==> config.mk <==
export PLATFORM = sky130hd
export DESIGN_NAME = apple_vid_shifter_flat
export DESIGN_NICKNAME = d
export VERILOG_FILES = /design/src/rtl/apple_vid_shifter_if.sv /design/src/rtl/apple_vid_shifter.sv /design/src/flat_wrapper.sv
export SDC_FILE = /design/constraint.sdc
export NUM_CORES = 1
export LEC_CHECK = 0
export BUFFER_PORTS_ARGS = -buffer_cell sky130_fd_sc_hd__buf_4
export CAP_MARGIN = 20
export CORE_MARGIN = 2
export CORE_UTILIZATION = 53
export DETAILED_ROUTE_END_ITERATION = 16
export PLACE_DENSITY = 0.76
export SLEW_MARGIN = 20
export SYNTH_ARGS = -nofsm -noshare
export SYNTH_HDL_FRONTEND = slang
export SYNTH_SLANG_ARGS = --single-unit
==> constraint.sdc <==
create_clock -name clk -period 1.6 [get_ports clk]
set_input_delay 0.32 -clock clk [delete_from_list [all_inputs] [get_ports clk]]
set_output_delay 0.32 -clock clk [all_outputs]
set_load 0.01 [all_outputs]
==> src/rtl/apple_vid_shifter_if.sv <==
// Read-side bus between the video shifter and its two memories:
// the 64-byte line buffer and the character ROM. Both return data one
// clk after their address is presented.
interface apple_vid_shifter_if;
  logic [5:0] buf_rd_addr;
  logic [7:0] buf_rd_data;
  logic [8:0] font_addr;
  logic [6:0] font_data;

  modport master (
    output buf_rd_addr,
    input  buf_rd_data,
    output font_addr,
    input  font_data
  );

  modport slave (
    input  buf_rd_addr,
    output buf_rd_data,
    input  font_addr,
    output font_data
  );
endinterface

==> src/rtl/apple_vid_shifter.sv <==
// Apple-style video dot shifter. Reads the 40 prefetched bytes of a scan
// line, converts text through the character ROM, and serialises each byte
// into 14 monochrome dots on the dot enable (text, lo-res, hi-res).
// The fetch of byte n+1 overlaps the shifting of byte n.
module apple_vid_shifter (
  input  logic                       clk,
  input  logic                       RESET_N,
  input  logic                       pix_en,
  input  logic                       line_start,
  input  logic [1:0]                 mode,
  input  logic [2:0]                 row,
  input  logic                       lores_hi,
  input  logic                       flash,
  apple_vid_shifter_if.master        bus,
  output logic                       pix_out,
  output logic                       pix_valid
);

  localparam logic [5:0] LAST_COL = 6'd39;
  localparam logic [3:0] LAST_DOT = 4'd13;

  typedef enum logic [2:0] {
    S_IDLE     = 3'd0,
    S_FETCH    = 3'd1,
    S_WAIT_DOT = 3'd2,
    S_SHIFT    = 3'd3,
    S_DONE     = 3'd4
  } state_t;

  // Byte fetch pipeline: C0 address, C1 byte/font address, C2 word build.
  typedef enum logic [1:0] {
    F_IDLE = 2'd0,
    F_C0   = 2'd1,
    F_C1   = 2'd2,
    F_C2   = 2'd3
  } fstage_t;

  state_t      state_r;
  fstage_t     f_stage_r;
  logic [1:0]  mode_r;
  logic [2:0]  row_r;
  logic        lores_hi_r;
  logic [5:0]  col_r;        // column currently being shifted out
  logic [5:0]  fcol_r;       // column being fetched
  logic [3:0]  idx_r;        // next dot index within cur_r
  logic [7:0]  byte_r;
  logic [13:0] next_r;       // next-byte word, bit d = dot d
  logic        ready_r;
  logic [13:0] cur_r;        // word being shifted out
  logic [5:0]  buf_rd_addr_r;
  logic [8:0]  font_addr_r;
  logic        pix_out_r;
  logic        pix_valid_r;

  logic [13:0] word_s;
  logic [13:0] hires_s;
  logic        inv_s;
  logic        prev_dot_s;

  // Each source bit becomes two identical dots.
  function automatic logic [13:0] dbl7(input logic [6:0] b);
    return {b[6], b[6], b[5], b[5], b[4], b[4], b[3], b[3],
            b[2], b[2], b[1], b[1], b[0], b[0]};
  endfunction

  // Lo-res: dot d = n[(d + 2*odd) mod 4]; odd columns use the nibble
  // rotated by two so the colour phase stays continuous across bytes.
  function automatic logic [13:0] lores_word(input logic [3:0] n, input logic odd);
    logic [3:0] r;
    if (odd) begin
      r = {n[1], n[0], n[3], n[2]};
    end else begin
      r = n;
    end
    return {r[1:0], r, r, r};
  endfunction

  // cur_r is cleared at line start, so column 0 sees a previous dot of 0.
  assign prev_dot_s = cur_r[13];

  // Build the 14-dot word for the byte in fetch stage C2.
  always_comb begin
    word_s  = 14'd0;
    hires_s = 14'd0;
    inv_s   = 1'b0;
    case (mode_r)
      2'b00: begin
        inv_s  = (byte_r[7:6] == 2'b00) | ((byte_r[7:6] == 2'b01) & flash);
        word_s = dbl7(bus.font_data) ^ {14{inv_s}};
      end
      2'b01: begin
        if (lores_hi_r) begin
          word_s = lores_word(byte_r[7:4], fcol_r[0]);
        end else begin
          word_s = lores_word(byte_r[3:0], fcol_r[0]);
        end
      end
      2'b10: begin
        hires_s = dbl7(byte_r[6:0]);
        if (byte_r[7]) begin
          word_s = {hires_s[12:0], prev_dot_s};
        end else begin
          word_s = hires_s;
        end
      end
      default: word_s = 14'd0;
    endcase
  end

  // Line sequencer: overlapped byte fetch plus the dot shifter.
  always_ff @(posedge clk or negedge RESET_N) begin
    if (!RESET_N) begin
      state_r       <= S_IDLE;
      f_stage_r     <= F_IDLE;
      mode_r        <= 2'd0;
      row_r         <= 3'd0;
      lores_hi_r    <= 1'b0;
      col_r         <= 6'd0;
      fcol_r        <= 6'd0;
      idx_r         <= 4'd0;
      byte_r        <= 8'd0;
      next_r        <= 14'd0;
      ready_r       <= 1'b0;
      cur_r         <= 14'd0;
      buf_rd_addr_r <= 6'd0;
      font_addr_r   <= 9'd0;
      pix_out_r     <= 1'b0;
      pix_valid_r   <= 1'b0;
    end else if (line_start) begin
      // Any line in progress is abandoned; fetch of column 0 begins.
      mode_r     <= mode;
      row_r      <= row;
      lores_hi_r <= lores_hi;
      col_r      <= 6'd0;
      fcol_r     <= 6'd0;
      idx_r      <= 4'd0;
      cur_r      <= 14'd0;
      ready_r    <= 1'b0;
      f_stage_r  <= F_C0;
      state_r    <= S_FETCH;
    end else begin
      case (f_stage_r)
        F_C0: begin
          buf_rd_addr_r <= fcol_r;
          f_stage_r     <= F_C1;
        end
        F_C1: begin
          byte_r      <= bus.buf_rd_data;
          font_addr_r <= {bus.buf_rd_data[5:0], row_r};
          f_stage_r   <= F_C2;
        end
        F_C2: begin
          next_r    <= word_s;
          ready_r   <= 1'b1;
          f_stage_r <= F_IDLE;
          if (state_r == S_FETCH) begin
            state_r <= S_WAIT_DOT;
          end
        end
        default: f_stage_r <= F_IDLE;
      endcase

      if (pix_en) begin
        case (state_r)
          S_WAIT_DOT: begin
            if (ready_r) begin
              pix_out_r   <= next_r[0];
              pix_valid_r <= 1'b1;
              cur_r       <= next_r;
              ready_r     <= 1'b0;
              idx_r       <= 4'd1;
              state_r     <= S_SHIFT;
              fcol_r      <= 6'd1;
              f_stage_r   <= F_C0;
            end else begin
              pix_out_r   <= 1'b0;
              pix_valid_r <= 1'b0;
            end
          end
          S_SHIFT: begin
            pix_out_r   <= cur_r[idx_r];
            pix_valid_r <= 1'b1;
            if (idx_r == LAST_DOT) begin
              idx_r <= 4'd0;
              if (col_r == LAST_COL) begin
                state_r <= S_DONE;
              end else begin
                col_r   <= col_r + 6'd1;
                ready_r <= 1'b0;
                // A missing next byte shifts out as blank dots.
                cur_r   <= ready_r ? next_r : 14'd0;
              end
            end else begin
              idx_r <= idx_r + 4'd1;
              if ((idx_r == 4'd0) && (col_r != LAST_COL)) begin
                fcol_r    <= col_r + 6'd1;
                f_stage_r <= F_C0;
              end
            end
          end
          S_DONE: begin
            pix_out_r   <= 1'b0;
            pix_valid_r <= 1'b0;
            state_r     <= S_IDLE;
          end
          default: begin
            pix_out_r   <= 1'b0;
            pix_valid_r <= 1'b0;
          end
        endcase
      end
    end
  end

  assign bus.buf_rd_addr = buf_rd_addr_r;
  assign bus.font_addr   = font_addr_r;
  assign pix_out         = pix_out_r;
  assign pix_valid       = pix_valid_r;

endmodule
==> src/flat_wrapper.sv <==
// flat-port wrapper written by rule: the top's interface ports become plain ports
module apple_vid_shifter_flat 
  (clk, RESET_N, pix_en, line_start, mode, row, lores_hi, flash, pix_out, pix_valid, bus_buf_rd_addr, bus_buf_rd_data, bus_font_addr, bus_font_data);
  apple_vid_shifter_if bus_i ();
  input  logic clk;
  input  logic RESET_N;
  input  logic pix_en;
  input  logic line_start;
  input  logic [1:0] mode;
  input  logic [2:0] row;
  input  logic lores_hi;
  input  logic flash;
  output logic pix_out;
  output logic pix_valid;
  output wire logic [$bits(bus_i.buf_rd_addr)-1:0] bus_buf_rd_addr;
  input wire logic [$bits(bus_i.buf_rd_data)-1:0] bus_buf_rd_data;
  output wire logic [$bits(bus_i.font_addr)-1:0] bus_font_addr;
  input wire logic [$bits(bus_i.font_data)-1:0] bus_font_data;
  assign bus_buf_rd_addr = bus_i.buf_rd_addr;
  assign bus_i.buf_rd_data = bus_buf_rd_data;
  assign bus_font_addr = bus_i.font_addr;
  assign bus_i.font_data = bus_font_data;
  apple_vid_shifter u_core (.clk(clk), .RESET_N(RESET_N), .pix_en(pix_en), .line_start(line_start), .mode(mode), .row(row), .lores_hi(lores_hi), .flash(flash), .bus(bus_i), .pix_out(pix_out), .pix_valid(pix_valid));
endmodule
==> results of run 1 <==
[critical path, cell delays in order, from the launching register on]
cell       delay, ns
dfrtp_1         0.41
inv_2           0.11
ha_4            0.13
and3_4          0.24
o21ai_4         0.08
a21oi_4         0.22
clkbuf_16       0.20
mux2i_1         0.18
[through the flow]
stage          instances  setup TNS, ns
6_report             566         -0.442
5_1_grt              566          -1.93
4_1_cts              556              0
3_5_place_dp         540        -0.0422
3_3_place_gp         540              0
2_1_floorplan        378         -0.516
[worst paths after layout]
kind,endpoint,slack (ns),cells after the start
min in group asynchronous,u_core.pix_valid,0.43,2
worst max register to register,u_core.cur_r[0],-0.05,7
max in group asynchronous,u_core.fcol_r[0],0.63,3
worst max-delay path,u_core.cur_r[0],-0.05,7
worst min register to register,u_core.bus.buf_rd_addr[5],0.49,1
worst min-delay path,u_core.bus.font_addr[3],0.20,2
[area by class of cell]
type                       instances  area, µm²  area share, %
sequential                        75       1890           35.8
timing repair buffer              99        821           15.6
clock inverter                     5        103           1.95
clock buffer                      10        128           2.43
multi-input combinational        250       2100           40.0
inverter                          25       93.8           1.78
tap                              102        128           2.43
[layout by cell type, fill, tap and decap left out, drive strengths merged, types with 2 or more instances in the layout]
| master | instances |
|---|---|
| buf | 97 |
| dfrtp | 75 |
| nand2 | 30 |
| mux2i | 25 |
| inv | 25 |
| mux2 | 21 |
| o21ai | 20 |
| nor2 | 15 |
| a21oi | 13 |
| clkbuf | 11 |
| nand2b | 8 |
| nor2b | 8 |
| ha | 8 |
| nor3 | 7 |
| mux4 | 6 |
| xor2 | 6 |
| a221o | 6 |
| o211ai | 6 |
| o31ai | 6 |
| a31oi | 5 |
| nand3 | 4 |
| o21a | 4 |
| o2bb2ai | 4 |
| or3 | 4 |
| and3 | 4 |
| bufinv | 3 |
| nor4 | 3 |
| nand3b | 2 |
| nand4 | 2 |
| o2111ai | 2 |
| a22oi | 2 |
| a221oi | 2 |
| o22ai | 2 |
| o311ai | 2 |
| a22o | 2 |
| xnor2 | 2 |
| a41oi | 2 |
| and2b | 2 |
| nor4b | 2 |
[flip-flops by register name (all words and copies together), names as in the netlist, 4 cells and up]
register                count
u_core.idx_r                4
u_core.fcol_r               6
u_core.next_r              14
u_core.bus.buf_rd_addr      6
u_core.bus.font_addr        8
u_core.col_r                6
u_core.cur_r               14
[power breakdown]
group | leakage [µW] | internal (µW) | switching (µW)
Clock | 0.000112 | 1030 | 686
Combinational | 0.00133 | 1420 | 1280
Sequential | 0.000958 | 2420 | 424
Total | 0.00240 | 4870 | 2390
[routing by layer]
layer | vias to the layer above | global-route usage (%) | share of wire (%)
met5 | - | 0 | 0
met4 | 0 | 9.70 | 2.2
met3 | 22 | 2.96 | 3.2
met2 | 81 | 37.7 | 50
met1 | 1626 | 31.0 | 44
li1 | 1524 | - | -
[cell families after synthesis]
| group | share of synthesized area, % |
|---|---|
| AO/OA/AOI/OAI | 15.3 |
| AND/OR/NAND/NOR | 13.2 |
| adder cells (fa/ha/maj) | 2.43 |
| multiplexers | 15.1 |
| flip-flops | 45.6 |
| buffers and inverters | 6.54 |
| XOR/XNOR | 1.70 |
[repair_timing]
action	4_1_cts	5_1_grt
pin swaps	1	4
gates resized for setup	8	22
hold endpoints to repair	24	0
gates cloned	0	2
hold buffers	1	0
setup endpoints to repair	14	39
setup buffers	0	8
[cell usage after synthesis, drive strengths merged, types with 2 or more instances]
cell type and number:
mux2 21, clkbuf 8, xor2 6, dfrtp 75, nand2b 8, xnor2 2
or3 4, o31ai 6, mux2i 25, o22ai 2, nand3b 2, nor4b 2
nor2b 8, o2111ai 2, a41oi 2, and3 4, nor2 15, a21oi 13
a221o 6, nor4 3, nand4 2, a22o 2, o21a 4, o21ai 20
o2bb2ai 4, inv 25, o211ai 6, a31oi 5, a22oi 2, nand3 4
a221oi 2, o311ai 2, nor3 7, ha 8, nand2 30, buf 21
mux4 6
==> results.json, run 1 <==
{
  "status": "finished with violations",
  "violations": "setup timing",
  "crit_type": "reg -> reg",
  "cp-start-kind": "register",
  "finalClockSkew_ns": 0.00949,
  "synth_top_area_share_pct": 45.6,
  "routed_via_density": 5.75,
  "ys_ff_latch": 75,
  "routedWlPerCell_um": 16.8,
  "numCtsBuffers": 9,
  "cts_tree": "done",
  "drc": 0,
  "layout.filler_cells": 575,
  "slew_viol_final": 0,
  "insertion_delay_ns": 0.34,
  "clock_path_buffers": 2,
  "end_kind": "register",
  "rsz0062_at_grt": "true",
  "min_from": "bus_buf_rd_data[0]",
  "ys.warnings.count": 0,
  "drtPass1Iterations": 4,
  "yosysTopAreaCell": "dfrtp_1",
  "drt_iter0_drc": 201,
  "grt_pass1_wl_mm": 15.4,
  "synth-async-reset-ratio_pct": 100,
  "critPathRequiredTime_ns": 1.86,
  "grt_antenna_before_repair": 0,
  "dpl_cell_area_um2": 4810,
  "die_h_um": 92.1,
  "avgSynthCellArea_um2": 10.9,
  "ant_nets": 0,
  "io_buffers": 42,
  "synth_area_leaders": "dfrtp_1 46%, mux2i_1 6.1%, mux2_1 4.7%",
  "final_nets": 494,
  "grt_max_degree": 37,
  "tightest_slew_ns": 0.455,
  "pin_count": 43,
  "ys_seq_area_share_pct": 45.6,
  "setup_viol": 18,
  "syn_area_um2": 4110,
  "area_delta_synth_final_pct": 28.0,
  "gp_congestion": 0.926,
  "final_area_um2": 5260,
  "hold_class": "in -> reg",
  "critPathMaxFanout": 7,
  "start_util_pct": 54.0,
  "cts_root_buf": "clkbuf_8",
  "clk_pin_slew_ns": 0.08,
  "power_uw": 7260,
  "dp_slack_ns": -0.0179,
  "grt_overflow_total": 0,
  "fin_crit_sh_pct": 103,
  "synth_ff_type": "dfrtp_1",
  "synth_edf_count": 0,
  "leakagePower_uw": 0.00240,
  "hold_viol_final": 0,
  "drt-total-wl_mm": 9.49,
  "syn_inst": 378,
  "row_count": 32,
  "clock_sinks": 75,
  "dieArea_um2": 8480,
  "fmax_mhz": 605,
  "grt_use_total_pct": 23.0,
  "finish.utilization_pct": 69.2,
  "fin_ws_ns": -0.0540,
  "min_period_ns": 1.65,
  "drive_above_1_share_pct": 36.0,
  "coreArea_um2": 7610,
  "h-tree-depth": 3,
  "pwr_density_cell_nw_per_um2": 1380,
  "grt_pass1_vias": 3218,
  "worstReg2RegStart": "u_core.idx_r[1]",
  "critPathLaunch": "u_core.idx_r[1]",
  "dp_hpwl_mm": 6.93,
  "hold_slack_ns": 0.195,
  "drv_cap": 0,
  "antenna_cells": 0,
  "peakVddDrop_mv": 0.998,
  "die_w_um": 92.1,
  "synth_nets": 412,
  "slew_headroom_pct": 69.7,
  "ys_types": 67,
  "vias": 3253,
  "critical_path_arrival_ns": 1.91
}
(Power assumes the default switching activity.)
==> run 2, diff against run 1 <==
Settings changed: CTS_BUF_LIST set to sky130_fd_sc_hd__clkbuf_8 sky130_fd_sc_hd__clkbuf_16.
==> results.json, run 2 (synthesis results as in run 1) <==
{
  "vias": 3248,
  "dieArea_um2": 8480,
  "power_uw": 7250,
  "fin_crit_sh_pct": 103,
  "routedWlPerCell_um": 16.7,
  "setup_viol": 17,
  "antenna_cells": 0,
  "grt_pass1_wl_mm": 15.4,
  "leakagePower_uw": 0.00241,
  "switching_power_uw": 2390,
  "start_util_pct": 54.0,
  "final_common_cell": "buf_4",
  "final_cell_mix": "91 x buf_4, 68 x dfrtp_1, 29 x nand2_1, 25 x mux2i_1, 22 x inv_1",
  "crit_type": "reg -> reg",
  "drt-total-wl_mm": 9.46,
  "coreArea_um2": 7610,
  "grt_overflow_total": 0,
  "cpPeakStageDelay_ns": 0.41,
  "clkPwrFrac_pct": 23.5,
  "drtPass1Iterations": 4,
  "io_buffers": 42,
  "hold_viol_final": 0,
  "grt_antenna_before_repair": 0,
  "slew_headroom_pct": 69.1,
  "fmax_mhz": 605,
  "insertion_delay_ns": 0.34,
  "critPathRequiredTime_ns": 1.86,
  "h-tree-depth": 3,
  "tightest_slew_ns": 0.463,
  "hold_slack_ns": 0.195,
  "gp_congestion": 0.926,
  "grt_pass1_vias": 3216,
  "rsz0062_at_grt": "true",
  "violations": "setup timing",
  "fin_setup_tns_ns": -0.422,
  "cts_tree": "done",
  "drv_cap": 0,
  "critPathTopFamily": "flip-flops",
  "clock_path_buffers": 2,
  "drt_iter0_drc": 171,
  "dpl_cell_area_um2": 4810,
  "seq_power_share_pct": 39.3,
  "area_delta_synth_final_pct": 28.0,
  "critPathMaxFanout": 7,
  "grt_max_degree": 37,
  "min_period_ns": 1.65,
  "critical_path_arrival_ns": 1.91,
  "cp_slowest_cell": "dfrtp_1",
  "cts_root_buf": "clkbuf_8",
  "die_h_um": 92.1,
  "peakVddDrop_mv": 0.999,
  "final_nets": 494,
  "die_w_um": 92.1,
  "pwr_density_cell_nw_per_um2": 1380,
  "p_sw_share_pct": 32.9,
  "dp_hpwl_mm": 6.93,
  "clk_pin_slew_ns": 0.08,
  "critical_path_buf_inv_count": 2,
  "end_kind": "register",
  "pin_count": 43,
  "slew_viol_final": 0,
  "p_comb_share_pct": 37.2,
  "status": "finished with violations",
  "routed_via_density": 5.74,
  "final_area_um2": 5260,
  "hold_class": "in -> reg",
  "p_int_uw": 4860,
  "drc": 0,
  "numCtsBuffers": 9,
  "fin_ws_ns": -0.0526,
  "row_count": 32,
  "cp-start-kind": "register",
  "critical_path.cell_chain": "inv_2 > ha_4 > and3_4 > o21ai_4 > a21oi_4 > clkbuf_16 > mux2i_1",
  "clock_sinks": 75,
  "ant_nets": 0,
  "drive_above_1_share_pct": 36.0,
  "grt_use_total_pct": 23.0,
  "finalClockSkew_ns": 0.00739
}
[run 2: cell count changes in the layout (fill, tap and decap cells not counted), sizes merged]
cell / previous run / this run
clkbuf: 11 / 10
inv: 25 / 26
[run 2: layer usage]
| layer | wire (µm) | vias to the layer above | track usage (%) |
|---|---|---|---|
| li1 | - | 1528 | - |
| met5 | 0 | - | 0 |
| met2 | 4760 | 84 | 37.7 |
| met3 | 342 | 22 | 2.96 |
| met1 | 4140 | 1614 | 31.0 |
| met4 | 213 | 0 | 9.70 |
[run 2: repair_timing]
| action | 4_1_cts | 5_1_grt |
|---|---|---|
| setup endpoints to repair | 14 | 39 |
| pin swaps | 1 | 4 |
| hold endpoints to repair | 24 | 0 |
| resized for setup | 8 | 22 |
| hold buffers | 1 | 0 |
| setup buffers | 0 | 8 |
| gates cloned | 0 | 2 |
[run 2: final cells by class]
type	count	area (µm²)
multi-input combinational	250	2100
clock inverter	6	106
sequential	75	1890
fill	575	2350
tap	102	128
inverter	25	93.8
timing repair buffer	99	821
clock buffer	9	124
[run 2: through the flow]
step / util (%) / worst slack [ns] / instances
after global placement: 63.2 / 0.0177 / 540
final: 69.2 / -0.0526 / 566
after CTS: 66.6 / 0.00362 / 556
after global routing: 69.2 / -0.114 / 566
after detailed placement: 63.2 / -0.0179 / 540
after floorplan: - / -0.0492 / 378
[run 2: path summary, 6_finish.rpt]
kind                                            from                         to  slack (ns)  cells after the start
max                                  u_core.idx_r[1]            u_core.cur_r[0]       -0.05                      7
min                               bus_buf_rd_data[0]    u_core.bus.font_addr[3]        0.19                      2
max reg2reg                          u_core.idx_r[1]            u_core.cur_r[0]       -0.05                      7
min reg2reg                u_core.bus.buf_rd_addr[5]  u_core.bus.buf_rd_addr[5]        0.49                      1
max in group asynchronous                    RESET_N           u_core.fcol_r[0]        0.63                      3
min in group asynchronous                    RESET_N           u_core.pix_valid        0.43                      2
[run 2: power groups by stage]
stage	clock (µW)	combinational, µW	sequential, µW
global placement	0	2490	2830
CTS	1730	2590	2830
global route	1810	2970	2920
detailed placement	0	2570	2870
floorplan	0	1700	2750
finish	1710	2690	2850
==> run 3, diff against run 2 <==
Clock period 1.6 ns to 1.43 ns, I/O delays scaled along.
==> results.json, run 3 (synthesis results as in run 1) <==
{
  "final_common_cell": "buf_4",
  "grt_overflow_total": 0,
  "hold_viol_final": 0,
  "grt_use_total_pct": 24.9,
  "row_count": 32,
  "pwr_density_cell_nw_per_um2": 1520,
  "critical_path_arrival_ns": 1.97,
  "die_w_um": 92.1,
  "grt_antenna_before_repair": 0,
  "critical_path.cell_chain": "ha_4 > nand4b_4 > o2111a_2 > o31ai_4 > buf_6 > nor2b_4",
  "cpPeakStageDelay_ns": 0.43,
  "rsz0062_at_grt": "true",
  "grt_pass1_vias": 3368,
  "peakVddDrop_mv": 1.22,
  "pin_count": 43,
  "fin_ws_ns": -0.250,
  "cts_tree": "done",
  "final_area_um2": 5760,
  "cp-start-kind": "register",
  "final_nets": 526,
  "critPathMaxFanout": 6,
  "fmax_mhz": 595,
  "cts_root_buf": "clkbuf_8",
  "instances_no_fill": 597,
  "finalClockSkew_ns": 0.00962,
  "dieArea_um2": 8480,
  "status": "finished with violations",
  "grt_pass1_wl_mm": 16.6,
  "coreArea_um2": 7610,
  "drt-total-wl_mm": 12.5,
  "insertion_delay_ns": 0.35,
  "p_sw_share_pct": 36.6,
  "numCtsBuffers": 9,
  "drc": 0,
  "clk_pin_slew_ns": 0.08,
  "min_period_ns": 1.68,
  "drt_iter0_drc": 331,
  "leakagePower_uw": 0.00258,
  "dpl_cell_area_um2": 5040,
  "final_cell_mix": "111 x buf_4, 68 x dfrtp_1, 29 x nand2_1, 24 x mux2i_1, 19 x inv_1",
  "dp.cells": 566,
  "hold_slack_ns": 0.168,
  "routed_via_density": 6.04,
  "routedWlPerCell_um": 20.9,
  "critPathRequiredTime_ns": 1.72,
  "clock_path_buffers": 2,
  "end_kind": "register",
  "seq_power_share_pct": 36.3,
  "crit_type": "reg -> reg",
  "clock_sinks": 75,
  "vias": 3606,
  "slew_viol_final": 0,
  "drv_cap": 0,
  "drtPass1Iterations": 7,
  "dp_hpwl_mm": 6.96,
  "h-tree-depth": 3,
  "grt_max_degree": 31,
  "clkPwrFrac_pct": 16.1,
  "drive_above_1_share_pct": 48.1,
  "tightest_slew_ns": 0.566,
  "setup_viol": 65,
  "ant_nets": 0,
  "cp_slowest_cell": "dfrtp_1",
  "hold_class": "in -> reg",
  "io_buffers": 42,
  "dp_slack_ns": -0.507,
  "slew_headroom_pct": 62.2,
  "p_int_uw": 5540,
  "antenna_cells": 0,
  "gp_congestion": 0.870,
  "start_util_pct": 54.0,
  "fin_crit_sh_pct": 117,
  "area_delta_synth_final_pct": 40.0,
  "switching_power_uw": 3200,
  "die_h_um": 92.1,
  "p_comb_share_pct": 47.6,
  "finish.utilization_pct": 75.7,
  "layout.filler_cells": 437,
  "violations": "setup timing"
}
-- run 3: power by group through the flow --
stage	sequential, µW	clock (µW)	combinational [µW]
after floorplan	3080	0	1930
after global placement	3130	0	3060
after detailed placement	3140	0	3160
after CTS	3110	1410	3450
after global routing	3230	1510	4430
final	3180	1400	4160
-- run 3: per-stage QoR --
stage	total power, µW	setup TNS (ns)
after floorplan	5020	-4.49
after global placement	6190	-9.52
after detailed placement	6300	-11.47
after CTS	7980	-4.91
final	8740	-7.67
after global routing	9180	-10.75
-- run 3: routing by layer --
metal  track usage [%]  routed length (µm)
met1              33.1                4900
met2              40.9                6180
met3              4.68                 749
met4              9.08                 639
met5                 0                   0
-- run 3: final cells by class --
type	count	area, µm²	share of cell area [%]
Clock buffer	9	124	2.15
Clock inverter	5	32.5	0.565
Inverter	25	98.8	1.72
Multi-Input combinational cell	249	2350	40.9
Sequential cell	75	1890	32.8
Tap cell	102	128	2.22
Timing Repair Buffer	132	1130	19.7
-- run 3: final timing paths --
| path | cells past startpoint | endpoint | slack [ns] | startpoint |
|---|---|---|---|---|
| setup / recovery | 6 | u_core.f_stage_r[1] | -0.25 | u_core.col_r[1] |
| hold / removal | 2 | u_core.row_r[0] | 0.17 | row[0] |
| setup reg to reg | 6 | u_core.f_stage_r[1] | -0.25 | u_core.col_r[1] |
| hold reg to reg | 1 | u_core.fcol_r[4] | 0.51 | u_core.fcol_r[4] |
| max in group asynchronous | 3 | u_core.cur_r[5] | 0.55 | RESET_N |
| min in group asynchronous | 2 | u_core.bus.buf_rd_addr[2] | 0.41 | RESET_N |
-- run 3: repair_timing --
item                                    in CTS  in global routing
endpoints found under the setup margin      67                 66
gates resized for setup                     38                 57
buffers inserted                             7                  9
pin swaps                                   13                 10
endpoints found under the hold margin       22                  0
hold buffers                                 1                  0
gates cloned                                 0                  1
-- run 3: critical path: cells and delay by family, from the launching register on --
family                     cells  cell delay (ns)
AOI/OAI and AO/OA              2             0.54
adders and majority gates      1             0.19
buffers and inverters          1             0.18
DFF                            1             0.43
and+or+nand+nor                2             0.28
